--- src/rtl/ob_stream_tx.sv ---
// Card-to-host streamer: reads finished packets from the packet RAM, splits each
// 128-bit word into two 64-bit C2H AXI-Stream beats, then raises a user interrupt.
module ob_stream_tx #(
    parameter int unsigned NUM_SLOTS = 8,
    parameter int unsigned SLOT_AW   = 9,
    parameter int unsigned PKT_WORDS = 4,
    parameter int unsigned IRQ_BIT   = 0
) (
    input  logic                                  clk,
    input  logic                                  rst,
    input  logic [NUM_SLOTS-1:0]                  data_valid,
    output logic [NUM_SLOTS-1:0]                  slot_release,
    output logic                                  rd_en,
    output logic [$clog2(NUM_SLOTS)+SLOT_AW-1:0]  rd_addr,
    input  logic [127:0]                          rd_data,
    output logic [63:0]                           s_axis_c2h_tdata_0,
    output logic [7:0]                            s_axis_c2h_tkeep_0,
    output logic                                  s_axis_c2h_tlast_0,
    output logic                                  s_axis_c2h_tvalid_0,
    input  logic                                  s_axis_c2h_tready_0,
    output logic [3:0]                            usr_irq_req,
    input  logic [3:0]                            usr_irq_ack,
    input  logic                                  msi_enable
);

    localparam int unsigned SLOT_W = $clog2(NUM_SLOTS);
    localparam int unsigned WORD_W = SLOT_AW + 1;
    localparam logic [WORD_W-1:0] LAST_WORD = WORD_W'(PKT_WORDS - 1);

    localparam logic [2:0] S_IDLE    = 3'd0;
    localparam logic [2:0] S_READ    = 3'd1;
    localparam logic [2:0] S_LATCH   = 3'd2;
    localparam logic [2:0] S_SEND_LO = 3'd3;
    localparam logic [2:0] S_SEND_HI = 3'd4;
    localparam logic [2:0] S_IRQ     = 3'd5;
    localparam logic [2:0] S_RELEASE = 3'd6;

    logic [2:0]        state_q, state_d;
    logic [SLOT_W-1:0] rr_ptr_q, rr_ptr_d;
    logic [SLOT_W-1:0] cur_slot_q, cur_slot_d;
    logic [WORD_W-1:0] word_q, word_d;
    logic [127:0]      data_buf_q, data_buf_d;

    logic              found;
    logic [SLOT_W-1:0] pick;
    logic [SLOT_W-1:0] cand;
    logic              last_word;
    logic              unused_ack;

    assign last_word  = (word_q == LAST_WORD);
    assign unused_ack = ^usr_irq_ack;

    // Round-robin search starting at rr_ptr, wrapping upward.
    always_comb begin
        found = 1'b0;
        pick  = '0;
        cand  = '0;
        for (int unsigned i = 0; i < NUM_SLOTS; i++) begin
            cand = rr_ptr_q + i[SLOT_W-1:0];
            if (!found && data_valid[cand]) begin
                found = 1'b1;
                pick  = cand;
            end
        end
    end

    always_comb begin
        state_d    = state_q;
        rr_ptr_d   = rr_ptr_q;
        cur_slot_d = cur_slot_q;
        word_d     = word_q;
        data_buf_d = data_buf_q;
        case (state_q)
            S_IDLE: begin
                if (found) begin
                    cur_slot_d = pick;
                    word_d     = '0;
                    state_d    = S_READ;
                end
            end
            S_READ:  state_d = S_LATCH;
            S_LATCH: begin
                data_buf_d = rd_data;
                state_d    = S_SEND_LO;
            end
            S_SEND_LO: begin
                if (s_axis_c2h_tready_0) state_d = S_SEND_HI;
            end
            S_SEND_HI: begin
                if (s_axis_c2h_tready_0) begin
                    if (last_word) begin
                        state_d = msi_enable ? S_IRQ : S_RELEASE;
                    end else begin
                        word_d  = word_q + WORD_W'(1);
                        state_d = S_READ;
                    end
                end
            end
            S_IRQ: begin
                if (usr_irq_ack[IRQ_BIT]) state_d = S_RELEASE;
            end
            S_RELEASE: begin
                rr_ptr_d = cur_slot_q + SLOT_W'(1);
                state_d  = S_IDLE;
            end
            default: state_d = S_IDLE;
        endcase
    end

    always_ff @(posedge clk) begin
        if (rst) begin
            state_q    <= S_IDLE;
            rr_ptr_q   <= '0;
            cur_slot_q <= '0;
            word_q     <= '0;
            data_buf_q <= '0;
        end else begin
            state_q    <= state_d;
            rr_ptr_q   <= rr_ptr_d;
            cur_slot_q <= cur_slot_d;
            word_q     <= word_d;
            data_buf_q <= data_buf_d;
        end
    end

    // All outputs decode from registered state only, so tready never reaches tvalid.
    always_comb begin
        rd_en               = (state_q == S_READ);
        rd_addr             = '0;
        s_axis_c2h_tvalid_0 = 1'b0;
        s_axis_c2h_tkeep_0  = '0;
        s_axis_c2h_tdata_0  = '0;
        s_axis_c2h_tlast_0  = 1'b0;
        slot_release        = '0;
        usr_irq_req         = '0;
        case (state_q)
            S_READ: rd_addr = {cur_slot_q, word_q[SLOT_AW-1:0]};
            S_SEND_LO: begin
                s_axis_c2h_tvalid_0 = 1'b1;
                s_axis_c2h_tkeep_0  = '1;
                s_axis_c2h_tdata_0  = data_buf_q[63:0];
            end
            S_SEND_HI: begin
                s_axis_c2h_tvalid_0 = 1'b1;
                s_axis_c2h_tkeep_0  = '1;
                s_axis_c2h_tdata_0  = data_buf_q[127:64];
                s_axis_c2h_tlast_0  = last_word;
            end
            S_IRQ:     usr_irq_req[IRQ_BIT]     = 1'b1;
            S_RELEASE: slot_release[cur_slot_q] = 1'b1;
            default: ;
        endcase
    end

endmodule
--- config.mk ---
export PLATFORM = sky130hd
export DESIGN_NAME = ob_stream_tx
export DESIGN_NICKNAME = d
export VERILOG_FILES = /design/src/rtl/ob_stream_tx.sv
export SDC_FILE = /design/constraint.sdc
export NUM_CORES = 1
export LEC_CHECK = 0
export CAP_MARGIN = 20
export CORE_MARGIN = 4
export CORE_UTILIZATION = 49
export DETAILED_ROUTE_END_ITERATION = 8
export PLACE_DENSITY = 0.82
export SLEW_MARGIN = 10
export SYNTH_ARGS = -nofsm -noshare
export SYNTH_HDL_FRONTEND = slang
export SYNTH_SLANG_ARGS = --single-unit
--- constraint.sdc ---
create_clock -name clk -period 7.5 [get_ports clk]
set_input_delay 1.125 -clock clk [delete_from_list [all_inputs] [get_ports clk]]
set_output_delay 1.125 -clock clk [all_outputs]
set_load 0.01 [all_outputs]
==> results of run 1 <==
report_power, final:
part	total [W]	leakage [nW]	internal, W	switching [W]
clock network	0.000826	0.286	0.000513	0.000314
logic	0.000277	2.02	0.000135	0.000143
registers	0.000856	1.20	0.000828	0.0000280
per-layer routing:
metal	GRT usage, %	share of wire, %	vias to the layer above
met3	8.84	7.9	29
li1	-	-	3350
met4	8.26	2.6	2
met5	0	0.065	-
met2	40.7	48	208
met1	28.3	41	3115
worst min-delay path, cell delays in order (launching register included):
cell and delay, ns:
dfxtp_1 0.30, nand2_1 0.05, a21oi_1 0.05
layout make-up:
type                            instances  area [um^2]
Multi-Input combinational cell        638         3590
Clock buffer                           22          474
Timing Repair Buffer                  244         2440
Sequential cell                       147         2940
Inverter                               11         41.3
Clock inverter                          9          105
Fill cell                            1111         4010
Tap cell                              180          225
placed cells by master, fill, tap and decap left out, types with 3 or more instances in the layout:
cell / count
nand2_1: 274
clkdlybuf4s50_1: 235
dfxtp_1: 147
a21oi_1: 139
a22o_1: 64
nor2_1: 29
clkbuf_16: 17
and2_1: 12
inv_1: 11
xor2_1: 10
mux2i_1: 9
o21ai_0: 9
and3_1: 8
buf_4: 8
nor3_1: 6
mux4_2: 6
mux2_2: 6
o2111ai_1: 5
nor2_2: 4
ha_1: 4
clkinv_2: 4
nor2b_1: 3
nor4_1: 3
nand2b_1: 3
mux4_1: 3
xnor2_1: 3
o22ai_1: 3
conb_1: 3
clkbuf_8: 3
path summary, 6_finish.rpt:
path                                from                     endpoint  slack, ns  cells past startpoint
max              state_q[1]$_SDFFE_PP0P_       s_axis_c2h_tdata_0[22]       3.28                      6
max reg2reg     rr_ptr_q[1]$_SDFFE_PP0P_   cur_slot_q[1]$_SDFFE_PP0P_       3.99                      9
min          data_buf_q[62]$_SDFFE_PP0P_  data_buf_q[62]$_SDFFE_PP0P_       0.45                      2
min reg2reg  data_buf_q[62]$_SDFFE_PP0P_  data_buf_q[62]$_SDFFE_PP0P_       0.45                      2
logic make-up (layout without fill, tap and decap cells):
| kind of cell | count (synthesis) | after routing | synth area share [%] |
|---|---|---|---|
| xor gates and xnor gates | 13 | 13 | 1.65 |
| other | 1 | 3 | 0.0543 |
| buffers and inverters | 90 | 286 | 5.96 |
| DFF | 147 | 147 | 42.6 |
| muxes | 26 | 26 | 5.77 |
| and+or+nand+nor | 357 | 357 | 21.3 |
| AOI/OAI and AO/OA | 235 | 235 | 21.9 |
| adders and majority gates | 4 | 4 | 0.724 |
per-stage QoR:
stage          hold slack, ns  setup WS [ns]
3_3_place_gp            0.441           3.75
2_1_floorplan           0.436           4.54
6_report                0.451           3.28
4_1_cts                 0.454           3.26
5_1_grt                 0.467           3.15
3_5_place_dp            0.446           3.73
Yosys cell counts, drive strengths merged (4+ instances only):
| master | instances | area (um^2) |
|---|---|---|
| nand2 | 275 | 1030 |
| dfxtp | 147 | 2940 |
| a21oi | 140 | 704 |
| a22o | 64 | 561 |
| clkbuf | 62 | 233 |
| nor2 | 34 | 138 |
| buf | 17 | 138 |
| and2 | 12 | 75.1 |
| inv | 11 | 41.3 |
| mux2i | 11 | 118 |
| xor2 | 10 | 87.6 |
| mux4 | 9 | 214 |
| o21ai | 9 | 45.0 |
| and3 | 8 | 50.1 |
| nor3 | 8 | 40.0 |
| mux2 | 6 | 67.6 |
| o2111ai | 5 | 43.8 |
| ha | 4 | 50.1 |
| nor4 | 4 | 31.3 |
flip-flops by register name, indices dropped and copies added, names as in the netlist:
| signal | cells |
|---|---|
| state_q | 3 |
| data_buf_q | 128 |
| rr_ptr_q | 3 |
| cur_slot_q | 3 |
| word_q | 10 |
==> run summary, run 1 <==
Share of cells above drive strength 1 - 6.44%
Clock slew at reported path FFs - 0.06 ns
RSZ-0062 raised after global routing - no
Final instance area - 9820 um^2
Max Transition Viols Final - 0
Wire per inst - 15.9 um
Mean Syn Cell Area - 7.92 um^2
TritonRoute pass-1 iters - 4
Pwr Total - 0.00196 W
GR Overflow Total - 0
Worst-path cell chain - inv_1 > nand2_1 > nor2_4 > buf_4 > a22o_1 > clkdlybuf4s50_1
Initial antenna violation count - 1
Min Tclk post-route - 4.22 ns
Status - complete, no violations
Synthesized area - 6910 um^2
# IOs - 243
CP max stage delay - 0.58 ns
Die Y - 127 um
Register bit total from synthesis - 147
Number of CTS-inserted buffers - 17
Worst setup SP type - flop
Fmax - 237 MHz
Slew margin rel. - 34.4%
Root buf cell - clkbuf_16
Setup TNS - 0 ns
Pin count of the biggest net entering global routing - 111
ANT nets after route - 0
Vias in the first global route - 6346
Routed WL - 19900 um
CP max stage cell - buf_4
PortBufs - 236
Global placement routability congestion - 0.830
Crit share post-route - 56.3%
Hold-fix buffers, CTS - 0
Post-DP Area - 9210 um^2
Cell family with most CP delay - buffers and inverters
CTS resizes - 0
Final core occ - 71.0%
Max cap viols - 0
Total placed cells including tap cells - 1219
CTS Buffer Depth - 2
Slew @ Worst Pin - 0.984 ns
Core ar. - 13800 um^2
Worst Path Buf+Inv - 3
Gate Count Post-Synth - 873
Die width - 127 um
Die ar. - 16100 um^2
EDFF count, synth - 0
Via count - 6704
Post-Layout Cell Count - 1251
Final #Nets - 1207
Post-synth top flop - dfxtp_1
Hold crit path type - reg -> reg
# setup viols final - 0
Pleak - 3.50 nW
ANT cells - 0
Crit. End Element - primary output
Post-Route Skew - 0.0112 ns
Total track usage - 24.1%
Arr. time, crit path - 3.09 ns
Drt drc - 0
Pwr dens - 200 nW/um^2
Clock latency on the worst-skew pair - 0.41 ns
First-pass GRT wire length - 31500 um
Crit-path max FO - 47
Clk sink count - 147
Ys async rst share - 0%
Final Hold Fails - 0
# rows - 43
Initial DRC Count - 494
Vias per cell - 5.36
Synth warnings - 0
Area Overhead vs Synth - 42.1%
Crit Path Category - reg -> out
Worst vdd ir - 0.000170 V
Required time worst endpoint - 6.38 ns
Post-synthesis sequential area ratio - 42.6%
Post-synth cell types - 52
Postcts setup bufs - 0
H-tree depth - 4
CTS tree - built
HPWL after DPL - 13200 um
Starting Density - 50.0%
Power figures use the tool's default switching activity.
==> inputs of run 2 (changes only) <==
--- a/config.mk
+++ b/config.mk
@@ -7,9 +7,9 @@
 export LEC_CHECK = 0
 export CAP_MARGIN = 20
 export CORE_MARGIN = 4
-export CORE_UTILIZATION = 49
+export CORE_UTILIZATION = 41
 export DETAILED_ROUTE_END_ITERATION = 8
-export PLACE_DENSITY = 0.82
+export PLACE_DENSITY = 0.73
 export SLEW_MARGIN = 10
 export SYNTH_ARGS = -nofsm -noshare
 export SYNTH_HDL_FRONTEND = slang
==> constraint.sdc (replaced) <==
create_clock -name clk -period 3.7 [get_ports clk]
set_input_delay 0.555 -clock clk [delete_from_list [all_inputs] [get_ports clk]]
set_output_delay 0.555 -clock clk [all_outputs]
set_load 0.01 [all_outputs]
==> run summary, run 2 (same netlist as run 1, synthesis figures left out) <==
Pwr dens - 407 nW/um^2
ANT nets after route - 0
Wire per inst - 15.6 um
PortBufs - 236
First-pass GRT wire length - 30900 um
Drt drc - 0
Clock latency on the worst-skew pair - 0.42 ns
Hold depth - 2
Max cap viols - 0
Fillers - 1536
Initial antenna violation count - 1
CTS resizes - 0
Postcts setup bufs - 0
Crit-path max FO - 65
Slew margin rel. - 33.3%
Hold crit path type - reg -> reg
Setup TNS - 0 ns
# IOs - 243
Crit. End Element - primary output
Crit share post-route - 87.5%
Clock slew at reported path FFs - 0.06 ns
Hold endpoint - data_buf_q[1]$_SDFFE_PP0P_
Area Overhead vs Synth - 43.9%
Fmax - 309 MHz
Crit Path Category - reg -> out
Commonest non-fill, non-tap cell in the layout - nand2_1
Routed WL - 20300 um
Root buf cell - clkbuf_16
Status - complete, no violations
CTS tree - built
Worst setup SP type - flop
Worst vdd ir - 0.000329 V
R2R setup slack - 0.61 ns
Reg2reg start - rr_ptr_q[1]$_SDFFE_PP0P_
Pin count of the biggest net entering global routing - 94
Core ar. - 16500 um^2
Die Y - 138 um
Slew @ Worst Pin - 1.00 ns
CTS Buffer Depth - 2
Top Registers - data_buf_q (128), word_q (10)
Arr. time, crit path - 2.68 ns
Min Tclk post-route - 3.24 ns
Number of CTS-inserted buffers - 17
Pleak - 3.52 nW
Via count - 6670
HPWL after DPL - 13500 um
Vias per cell - 5.14
Initial DRC Count - 310
Total track usage - 20.5%
Vias in the first global route - 6191
Worst setup margin - 0.461 ns
RSZ-0062 raised after global routing - no
Area occupied by multi-input gates - 3590 um^2
Post-Route Skew - 0.0105 ns
Biggest register - data_buf_q
H-tree depth - 4
HP Start - data_buf_q[1]$_SDFFE_PP0P_
Clk sink count - 147
Share of cells above drive strength 1 - 6.97%
Hold-fix buffers, CTS - 0
Final Hold Fails - 0
Final #Nets - 1211
Max reg flops - 128
Starting Density - 41.8%
Max Transition Viols Final - 0
Required time worst endpoint - 3.14 ns
Die width - 138 um
R2R cell count - 9
TritonRoute pass-1 iters - 4
Setup WS pre-CTS - 0.582 ns
# rows - 47
Sequential cell area - 2940 um^2
Commonest cells after routing, fill and taps aside - 274 x nand2_1, 235 x clkdlybuf4s50_1, 147 x dfxtp_1, 139 x a21oi_1, 64 x a22o_1
Die ar. - 19000 um^2
End of the worst register-to-register path - cur_slot_q[1]$_SDFFE_PP0P_
GR Overflow Total - 0
# setup viols final - 0
Global placement routability congestion - 0.837
-- run 2: cell count changes in the layout (fill, tap and decap cells not counted), sizes merged --
cell and delta:
diode +1, clkinv -3, inv +1, buf +4, clkinvlp +3
-- run 2: cell type report --
class / count / area share, %
Antenna cell: 1 / 0.0252
Tap cell: 220 / 2.77
Inverter: 11 / 0.415
Multi-Input combinational cell: 638 / 36.1
Timing Repair Buffer: 248 / 25.0
Sequential cell: 147 / 29.6
Clock buffer: 22 / 4.87
Clock inverter: 10 / 1.25
-- run 2: worst max-delay path by stage --
stage                                         from                endpoint
after floorplan           rr_ptr_q[0]$_SDFFE_PP0P_  word_q[5]$_SDFFE_PP0P_
after global placement               data_valid[7]  word_q[9]$_SDFFE_PP0P_
after detailed placement             data_valid[4]  word_q[7]$_SDFFE_PP0P_
after CTS                  state_q[0]$_SDFFE_PP0P_   s_axis_c2h_tkeep_0[5]
after global routing       state_q[0]$_SDFFE_PP0P_   s_axis_c2h_tkeep_0[6]
final                      state_q[0]$_SDFFE_PP0P_   s_axis_c2h_tkeep_0[5]
-- run 2: power by group --
part / internal [W] / switching (W) / total [W] / leakage [nW]
registers: 0.00168 / 0.0000555 / 0.00173 / 1.20
logic: 0.000275 / 0.000289 / 0.000564 / 2.04
clock network: 0.00107 / 0.000678 / 0.00175 / 0.286
-- run 2: per-stage QoR --
stage          total power (W)  hold slack [ns]  utilization (%)  instance area (um^2)  std cells
2_1_floorplan          0.00207            0.436                -                  6920        875
3_3_place_gp           0.00232            0.441             56.5                  9340       1264
3_5_place_dp           0.00233            0.446             56.5                  9340       1264
4_1_cts                0.00408            0.455             60.2                  9940       1296
5_1_grt                0.00422            0.470             60.2                  9940       1296
6_report               0.00404            0.453             60.2                  9950       1297
-- run 2: critical path, cell delays in order, from the launching register on --
cell             delay, ns
dfxtp_1               0.52
inv_1                 0.20
nor3_2                0.26
buf_12                0.35
nor2_1                0.13
inv_1                 0.21
clkdlybuf4s50_1       0.60
-- run 2: layer usage --
metal	vias up	global-route usage, %	routed length (um)
met3	32	6.87	1400
met1	3113	24.6	8380
met4	2	7.19	527
li1	3351	-	-
met5	-	0	8
met2	172	34.2	9950
==> inputs of run 3 (changes only) <==
--- a/config.mk
+++ b/config.mk
@@ -10,6 +10,7 @@
 export CORE_UTILIZATION = 41
 export DETAILED_ROUTE_END_ITERATION = 8
 export PLACE_DENSITY = 0.73
+export SETUP_SLACK_MARGIN = 0.15
 export SLEW_MARGIN = 10
 export SYNTH_ARGS = -nofsm -noshare
 export SYNTH_HDL_FRONTEND = slang
==> results of run 3 <==
No change in the layout: final DEF, timing and power equal those of run 2.
